--- src/rtl/rv_pkg.sv ---
// Shared definitions for the RV32M multiply/divide unit: operand width,
// funct3 encodings of the M extension and the unit's FSM state encoding.
package rv_pkg;

  localparam int XLEN = 32;

  localparam logic [2:0] F3_MUL    = 3'b000;
  localparam logic [2:0] F3_MULH   = 3'b001;
  localparam logic [2:0] F3_MULHSU = 3'b010;
  localparam logic [2:0] F3_MULHU  = 3'b011;
  localparam logic [2:0] F3_DIV    = 3'b100;
  localparam logic [2:0] F3_DIVU   = 3'b101;
  localparam logic [2:0] F3_REM    = 3'b110;
  localparam logic [2:0] F3_REMU   = 3'b111;

  typedef enum logic [1:0] {
    ST_IDLE = 2'd0,
    ST_CALC = 2'd1,
    ST_FIX  = 2'd2,
    ST_DONE = 2'd3
  } mdu_state_e;

endpackage

--- src/rtl/mul_div_unit_if.sv ---
// Issue/result bus of the multiply/divide unit.
// Handshake: a transfer happens on a rising edge where valid and ready are
// both high; the source holds valid and its payload stable until that edge,
// and ready may not depend combinationally on the same side's valid.
interface mul_div_unit_if;

  logic                     in_valid;
  logic                     in_ready;
  logic [2:0]               in_op;
  logic [4:0]               in_rd;
  logic [rv_pkg::XLEN-1:0]  in_rs1_data;
  logic [rv_pkg::XLEN-1:0]  in_rs2_data;
  logic                     out_valid;
  logic                     out_ready;
  logic [4:0]               out_rd;
  logic [rv_pkg::XLEN-1:0]  out_data;
  logic                     busy;
  logic [4:0]               busy_rd;

  modport slave (
    input  in_valid, in_op, in_rd, in_rs1_data, in_rs2_data, out_ready,
    output in_ready, out_valid, out_rd, out_data, busy, busy_rd
  );

  modport master (
    output in_valid, in_op, in_rd, in_rs1_data, in_rs2_data, out_ready,
    input  in_ready, out_valid, out_rd, out_data, busy, busy_rd
  );

endinterface

--- src/rtl/mdu_div_step.sv ---
// One restoring-division step: shift the next dividend bit into the partial
// remainder and subtract the divisor when it fits.
module mdu_div_step
  import rv_pkg::*;
(
  input  logic [XLEN-1:0] rem_i,
  input  logic            dividend_bit_i,
  input  logic [XLEN-1:0] divisor_i,
  output logic [XLEN-1:0] rem_o,
  output logic            quo_bit_o
);

  logic [XLEN:0]   trial;
  logic [XLEN-1:0] diff;

  // Trial value needs one extra bit; once it is >= divisor the difference
  // is below the divisor, so the low word of the subtraction is exact.
  always_comb begin
    trial     = {rem_i, dividend_bit_i};
    diff      = trial[XLEN-1:0] - divisor_i;
    quo_bit_o = (trial >= {1'b0, divisor_i});
    rem_o     = quo_bit_o ? diff : trial[XLEN-1:0];
  end

endmodule

--- src/rtl/mul_div_unit.sv ---
// Iterative RV32M multiply/divide unit. Operands are reduced to magnitudes on
// accept, a primer cycle loads the accumulator, 32 radix-2 steps run, and a
// fix-up cycle applies the sign and picks the result word.
module mul_div_unit
  import rv_pkg::*;
#(
  parameter int XLEN      = 32,
  parameter bit EARLY_OUT = 1'b1
) (
  input  logic          clk,
  input  logic          rst,
  input  logic          flush,
  mul_div_unit_if.slave bus,
  output mdu_state_e    dbg_state
);

  localparam int            CW       = 6;
  localparam logic [CW-1:0] LAST_CNT = CW'(XLEN);

  mdu_state_e        state_q, state_d;
  logic [2:0]        op_q, op_d;
  logic [4:0]        rd_q, rd_d;
  logic [4:0]        out_rd_q, out_rd_d;
  logic [XLEN-1:0]   a_q, a_d, b_q, b_d;
  logic [XLEN-1:0]   out_data_q, out_data_d;
  logic              neg_q, neg_d;
  logic [CW-1:0]     cnt_q, cnt_d;
  logic [2*XLEN-1:0] acc_q, acc_d;

  logic              a_signed, b_signed, a_neg, b_neg, is_div, special;
  logic [XLEN-1:0]   a_in, b_in, a_mag, b_mag, special_res;
  logic [XLEN-1:0]   step_rem;
  logic              step_qbit;
  logic [XLEN:0]     mul_sum;
  logic [2*XLEN-1:0] prod_fix;
  logic [XLEN-1:0]   div_word, div_fix, fix_res;

  // Operand conditioning: signedness per op, magnitudes, early-out cases
  always_comb begin
    a_in     = bus.in_rs1_data;
    b_in     = bus.in_rs2_data;
    is_div   = bus.in_op[2];
    a_signed = (bus.in_op == F3_MULH) || (bus.in_op == F3_MULHSU) ||
               (bus.in_op == F3_DIV)  || (bus.in_op == F3_REM);
    b_signed = (bus.in_op == F3_MULH) || (bus.in_op == F3_DIV) ||
               (bus.in_op == F3_REM);
    a_neg    = a_signed && a_in[XLEN-1];
    b_neg    = b_signed && b_in[XLEN-1];
    a_mag    = a_neg ? (~a_in + 1'b1) : a_in;
    b_mag    = b_neg ? (~b_in + 1'b1) : b_in;
    special  = EARLY_OUT && is_div &&
               ((b_in == '0) ||
                (!bus.in_op[0] && (a_in == {1'b1, {(XLEN-1){1'b0}}}) && (b_in == '1)));
    if (b_in == '0) special_res = bus.in_op[1] ? a_in : '1;
    else            special_res = bus.in_op[1] ? '0 : {1'b1, {(XLEN-1){1'b0}}};
  end

  mdu_div_step u_div_step (
    .rem_i          (acc_q[2*XLEN-1:XLEN]),
    .dividend_bit_i (acc_q[XLEN-1]),
    .divisor_i      (b_q),
    .rem_o          (step_rem),
    .quo_bit_o      (step_qbit)
  );

  // Datapath helpers: shift-add partial sum and sign fix-up of the result
  always_comb begin
    mul_sum  = {1'b0, acc_q[2*XLEN-1:XLEN]} + (acc_q[0] ? {1'b0, b_q} : '0);
    prod_fix = neg_q ? (~acc_q + 1'b1) : acc_q;
    div_word = op_q[1] ? acc_q[2*XLEN-1:XLEN] : acc_q[XLEN-1:0];
    div_fix  = neg_q ? (~div_word + 1'b1) : div_word;
    if (op_q[2])              fix_res = div_fix;
    else if (op_q == F3_MUL)  fix_res = prod_fix[XLEN-1:0];
    else                      fix_res = prod_fix[2*XLEN-1:XLEN];
  end

  // FSM next state and register updates; flush overrides everything
  always_comb begin
    state_d    = state_q;
    op_d       = op_q;
    rd_d       = rd_q;
    a_d        = a_q;
    b_d        = b_q;
    neg_d      = neg_q;
    cnt_d      = cnt_q;
    acc_d      = acc_q;
    out_data_d = out_data_q;
    out_rd_d   = out_rd_q;
    case (state_q)
      ST_IDLE: begin
        if (bus.in_valid && !flush) begin
          op_d  = bus.in_op;
          rd_d  = bus.in_rd;
          a_d   = a_mag;
          b_d   = b_mag;
          cnt_d = '0;
          // Quotient of x/0 must stay all-ones, so a zero divisor never negates it
          if (is_div) neg_d = bus.in_op[1] ? a_neg : ((a_neg ^ b_neg) && (b_in != '0));
          else        neg_d = a_neg ^ b_neg;
          if (special) begin
            out_data_d = special_res;
            out_rd_d   = bus.in_rd;
            state_d    = ST_DONE;
          end else begin
            state_d = ST_CALC;
          end
        end
      end
      ST_CALC: begin
        cnt_d = cnt_q + 1'b1;
        if (cnt_q == '0) begin
          acc_d = {{XLEN{1'b0}}, a_q};
        end else begin
          if (op_q[2]) acc_d = {step_rem, acc_q[XLEN-2:0], step_qbit};
          else         acc_d = {mul_sum, acc_q[XLEN-1:1]};
          if (cnt_q == LAST_CNT) state_d = ST_FIX;
        end
      end
      ST_FIX: begin
        out_data_d = fix_res;
        out_rd_d   = rd_q;
        state_d    = ST_DONE;
      end
      ST_DONE: begin
        if (bus.out_ready) state_d = ST_IDLE;
      end
      default: state_d = ST_IDLE;
    endcase
    if (flush) state_d = ST_IDLE;
  end

  // State register with synchronous reset
  always_ff @(posedge clk) begin
    if (rst) begin
      state_q    <= ST_IDLE;
      op_q       <= '0;
      rd_q       <= '0;
      a_q        <= '0;
      b_q        <= '0;
      neg_q      <= 1'b0;
      cnt_q      <= '0;
      acc_q      <= '0;
      out_data_q <= '0;
      out_rd_q   <= '0;
    end else begin
      state_q    <= state_d;
      op_q       <= op_d;
      rd_q       <= rd_d;
      a_q        <= a_d;
      b_q        <= b_d;
      neg_q      <= neg_d;
      cnt_q      <= cnt_d;
      acc_q      <= acc_d;
      out_data_q <= out_data_d;
      out_rd_q   <= out_rd_d;
    end
  end

  assign bus.in_ready  = (state_q == ST_IDLE) && !flush;
  assign bus.out_valid = (state_q == ST_DONE) && !flush;
  assign bus.out_rd    = out_rd_q;
  assign bus.out_data  = out_data_q;
  assign bus.busy      = (state_q != ST_IDLE);
  assign bus.busy_rd   = (state_q != ST_IDLE) ? rd_q : 5'd0;
  assign dbg_state     = state_q;

endmodule

--- src/flat_wrapper.sv ---
// flat-port wrapper written by rule: the top's interface ports become plain ports
module mul_div_unit_flat import rv_pkg::*;
#(
  parameter int XLEN      = 32,
  parameter bit EARLY_OUT = 1'b1
)
  (clk, rst, flush, dbg_state, bus_in_valid, bus_in_op, bus_in_rd, bus_in_rs1_data, bus_in_rs2_data, bus_out_ready, bus_in_ready, bus_out_valid, bus_out_rd, bus_out_data, bus_busy, bus_busy_rd);
  mul_div_unit_if bus_i ();
  input  logic clk;
  input  logic rst;
  input  logic flush;
  output mdu_state_e dbg_state;
  input wire logic [$bits(bus_i.in_valid)-1:0] bus_in_valid;
  input wire logic [$bits(bus_i.in_op)-1:0] bus_in_op;
  input wire logic [$bits(bus_i.in_rd)-1:0] bus_in_rd;
  input wire logic [$bits(bus_i.in_rs1_data)-1:0] bus_in_rs1_data;
  input wire logic [$bits(bus_i.in_rs2_data)-1:0] bus_in_rs2_data;
  input wire logic [$bits(bus_i.out_ready)-1:0] bus_out_ready;
  output wire logic [$bits(bus_i.in_ready)-1:0] bus_in_ready;
  output wire logic [$bits(bus_i.out_valid)-1:0] bus_out_valid;
  output wire logic [$bits(bus_i.out_rd)-1:0] bus_out_rd;
  output wire logic [$bits(bus_i.out_data)-1:0] bus_out_data;
  output wire logic [$bits(bus_i.busy)-1:0] bus_busy;
  output wire logic [$bits(bus_i.busy_rd)-1:0] bus_busy_rd;
  assign bus_i.in_valid = bus_in_valid;
  assign bus_i.in_op = bus_in_op;
  assign bus_i.in_rd = bus_in_rd;
  assign bus_i.in_rs1_data = bus_in_rs1_data;
  assign bus_i.in_rs2_data = bus_in_rs2_data;
  assign bus_i.out_ready = bus_out_ready;
  assign bus_in_ready = bus_i.in_ready;
  assign bus_out_valid = bus_i.out_valid;
  assign bus_out_rd = bus_i.out_rd;
  assign bus_out_data = bus_i.out_data;
  assign bus_busy = bus_i.busy;
  assign bus_busy_rd = bus_i.busy_rd;
  mul_div_unit #(.XLEN(XLEN), .EARLY_OUT(EARLY_OUT)) u_core (.clk(clk), .rst(rst), .flush(flush), .bus(bus_i), .dbg_state(dbg_state));
endmodule
--- config.mk ---
export PLATFORM = sky130hd
export DESIGN_NAME = mul_div_unit_flat
export DESIGN_NICKNAME = d
export VERILOG_FILES = /design/src/rtl/rv_pkg.sv /design/src/rtl/mul_div_unit_if.sv /design/src/rtl/mdu_div_step.sv /design/src/rtl/mul_div_unit.sv /design/src/flat_wrapper.sv
export SDC_FILE = /design/constraint.sdc
export NUM_CORES = 1
export LEC_CHECK = 0
export BUFFER_PORTS_ARGS = -buffer_cell sky130_fd_sc_hd__buf_2
export CELL_PAD_IN_SITES_DETAIL_PLACEMENT = 0
export CELL_PAD_IN_SITES_GLOBAL_PLACEMENT = 1
export CORE_ASPECT_RATIO = 0.7
export CORE_MARGIN = 2
export CORE_UTILIZATION = 35
export CTS_CLUSTER_DIAMETER = 80
export DETAILED_ROUTE_END_ITERATION = 12
export GPL_TIMING_DRIVEN = 0
export PLACE_DENSITY = 0.66
export REMOVE_ABC_BUFFERS = 1
export SETUP_SLACK_MARGIN = 0.02
export SYNTH_ARGS = -nofsm -noshare
export SYNTH_HDL_FRONTEND = slang
export SYNTH_SLANG_ARGS = --single-unit
--- constraint.sdc ---
create_clock -name clk -period 5 [get_ports clk]
set_clock_uncertainty 0.05 [all_clocks]
set_input_delay 0 -clock clk [delete_from_list [all_inputs] [get_ports clk]]
set_output_delay 0 -clock clk [all_outputs]
set_load 0.005 [all_outputs]
==> flow_summary.json <==
{
  "worstPathArrival_ns": 5.05,
  "min_path_type": "in2reg",
  "ys.flop_type": "dfxtp_1",
  "p_sw_mw": 1.441,
  "path_max_fanout": 10,
  "synth-seq-cells": 182,
  "cts_sinks": 182,
  "dr.pass1.iters": 5,
  "power_leakage_nw": 6.985,
  "overflow": 0,
  "drc_errors": 0,
  "portBuffers": 123,
  "row_count": 66,
  "end_kind": "register",
  "critPathMaxStageDelay_ns": 0.80,
  "maxSlewViolCount": 0,
  "maxCapViolations": 0,
  "fin_nets": 2512,
  "cts_tree": "yes",
  "cp_top_family": "simple AND/OR/NAND/NOR gates",
  "timing.hold.ws_ns": 0.04419,
  "slew_headroom_pct": 4.358,
  "cp_slowest_cell": "nor3_1",
  "avgSynthCellArea_um2": 7.257,
  "drive_gt1_share_pct": 9.076,
  "die_w_um": 263.8,
  "finalCritPeriodShare_pct": 95.18,
  "power.density_nw_per_um2": 211.1,
  "crit_required_ns": 5.29,
  "grt_pass1_vias": 15880,
  "dp_slack_ns": 0.02237,
  "ant_nets": 0,
  "grt_max_degree": 86,
  "setup_viol": 0,
  "period_minus_slack_ns": 4.759,
  "antenna_found_initial": 0,
  "timing_hold_violations_final": 0,
  "power.share.clock_pct": 34.6,
  "gp_congestion": 0.8994,
  "setup_slack_ns": 0.2409,
  "worstSkewPairLatency_ns": 0.49,
  "p_comb_share_pct": 26.7,
  "synthArstFlopShare_pct": 0,
  "synth_edf_count": 0,
  "grt_pass1_wl_mm": 98.53,
  "die_h_um": 185.8,
  "place_hpwl_mm": 47.33,
  "cpMostUsedCell": "nor3_1",
  "max-clock-path-buffers": 2,
  "placed_cell_area_um2": 17550,
  "synth-seq-area-share_pct": 22.04,
  "syn2layout_area_growth_pct": 15.70,
  "wl_per_cell_um": 21.89,
  "status": "finished clean",
  "start_util_pct": 35.49,
  "regToRegSetupSlack_ns": 0.35,
  "vdd_drop_max_mv": 0.2415,
  "root_buffer": "clkbuf_16",
  "seqPwrFrac_pct": 38.7,
  "rsz0062_at_grt": "no",
  "antennaDiodeCount": 0,
  "synth_cell_type_count": 79,
  "num_io_pins": 124,
  "die_area_um2": 49010,
  "track_usage_pct": 26.11,
  "yosysWarnings": 0,
  "dr_total_vias": 17600,
  "crit_type": "in2reg",
  "final_common_cell": "nor2_1",
  "drt-total-wl_mm": 65.26,
  "clkTransAtPathRegs_ns": 0.09,
  "postCtsSetupRepairBufs": 0,
  "final.setup.tns_ns": 0,
  "most-common-layout-cells": "nor2_1 (266), nand2_1 (211), dfxtp_1 (179)",
  "cp-start-kind": "input port",
  "cts_inserted_buffers": 17,
  "vias_per_cell": 5.904,
  "clock.fmax_mhz": 210.1,
  "internal-power_mw": 2.596,
  "synthCells": 2278,
  "worstPathCellList": "dlygate4sd3_1 -> buf_2 -> or3_1 -> or3b_2 -> nor3_1 -> nand3_1 -> a2bb2oi_1 -> nor2_1 -> nor2_2 -> nor4b_1 -> nor3_1",
  "h-tree-depth": 4,
  "syn_area_um2": 16530,
  "p_sw_share_pct": 35.70,
  "drt-initial-drc-count": 1709,
  "final_cell_area_um2": 19130,
  "core_area_um2": 46570,
  "worst_slew_pin_slew_ns": 1.424,
  "cp.buffers_inverters": 2
}
-- area by class of cell --
type,instances,area [µm²]
fill,4898,27450
multi-input combinational,1841,11970
sequential,182,3652
timing repair buffer,235,1874
tap,612,765.7
clock buffer,18,429.2
inverter,80,304.0
clock inverter,12,120.1
timing repair inverter,1,7.507
-- worst min-delay path: cells and delay by family --
kind,cells,cell delay (ns)
compound gates,1,0.24
xor+xnor,1,0.15
buf+inv,1,0.15
-- routing by layer --
metal / up-vias / share of wire (%) / GRT usage [%]
li1: 8450 / - / -
met5: - / 0 / 0
met1: 8436 / 51 / 40.15
met2: 672 / 40 / 36.82
met3: 41 / 8.2 / 5.477
met4: 0 / 1.1 / 4.886
-- power by group through the flow --
stage	Combinational, mW	Clock (mW)	Sequential (mW)
2_1_floorplan	0.640	0	1.57
3_3_place_gp	0.962	0	1.60
3_5_place_dp	0.980	0	1.59
4_1_cts	1.06	1.42	1.56
5_1_grt	1.18	1.46	1.57
6_report	1.08	1.40	1.56
-- synthesized netlist by cell type (15+ instances only) --
cell type	count	share of area, %
a21oi_1	142	4.3
nand4_1	31	1.2
xnor2_1	93	4.9
a21o_1	20	0.91
o21ai_0	176	5.3
o31ai_1	31	1.4
xor2_1	72	3.8
a22oi_1	16	0.73
a211oi_1	79	3.6
buf_1	15	0.34
mux2i_1	129	7.8
nor2b_1	15	0.57
inv_1	80	1.8
clkbuf_1	147	3.3
ha_1	75	5.7
a31oi_1	22	0.83
a311oi_1	18	0.95
or3_1	30	1.1
o21a_1	23	1.0
or4_1	15	0.68
nand2_1	211	4.8
nor3_1	82	2.5
dfxtp_1	182	22
nor2_1	271	6.2
o211ai_1	28	1.3
nand3_1	40	1.2
-- final timing paths --
check / from / end / cells past startpoint
max: bus_in_rs1_data[2] / u_core.bus.out_data[29] / 11
min: bus_in_rs2_data[10] / u_core.b_q[10] / 3
max reg2reg: u_core.acc_q[31] / u_core.acc_q[62] / 13
min reg2reg: u_core.b_q[30] / u_core.b_q[30] / 2
-- through the flow --
stage	power (mW)	std cells	utilization [%]
2_1_floorplan	2.214	2103	-
3_3_place_gp	2.566	2838	36.99
3_5_place_dp	2.572	2849	37.67
4_1_cts	4.031	2980	41.02
5_1_grt	4.204	2981	41.06
6_report	4.037	2981	41.06
-- cell families after synthesis --
logic type,after synthesis,share of synthesized area [%]
adder cells (fa/ha/maj),77,5.919
XOR/XNOR,165,8.742
AO/OA/AOI/OAI,674,26.67
buffers and inverters,255,5.964
flip-flops,182,22.04
multiplexers,139,8.560
AND/OR/NAND/NOR,786,22.11
-- timing repair --
action / 4_1_cts / 5_1_grt
gates resized for setup: 0 / 3
hold buffers: 101 / 0
setup endpoints to repair: 0 / 13
endpoints found under the hold margin: 107 / 0
-- flip-flops by register name, indices dropped and copies added (netlist names) --
register / cells
u_core.op_q: 3
u_core.a_q: 32
u_core.b_q: 32
u_core.cnt_q: 6
u_core.bus.out_rd: 5
u_core.neg_q: 1
u_core.rd_q: 5
u_core.bus.out_data: 32
u_core.acc_q: 64
u_core.dbg_state: 2
Note: power is estimated with default switching activity, not from simulation.
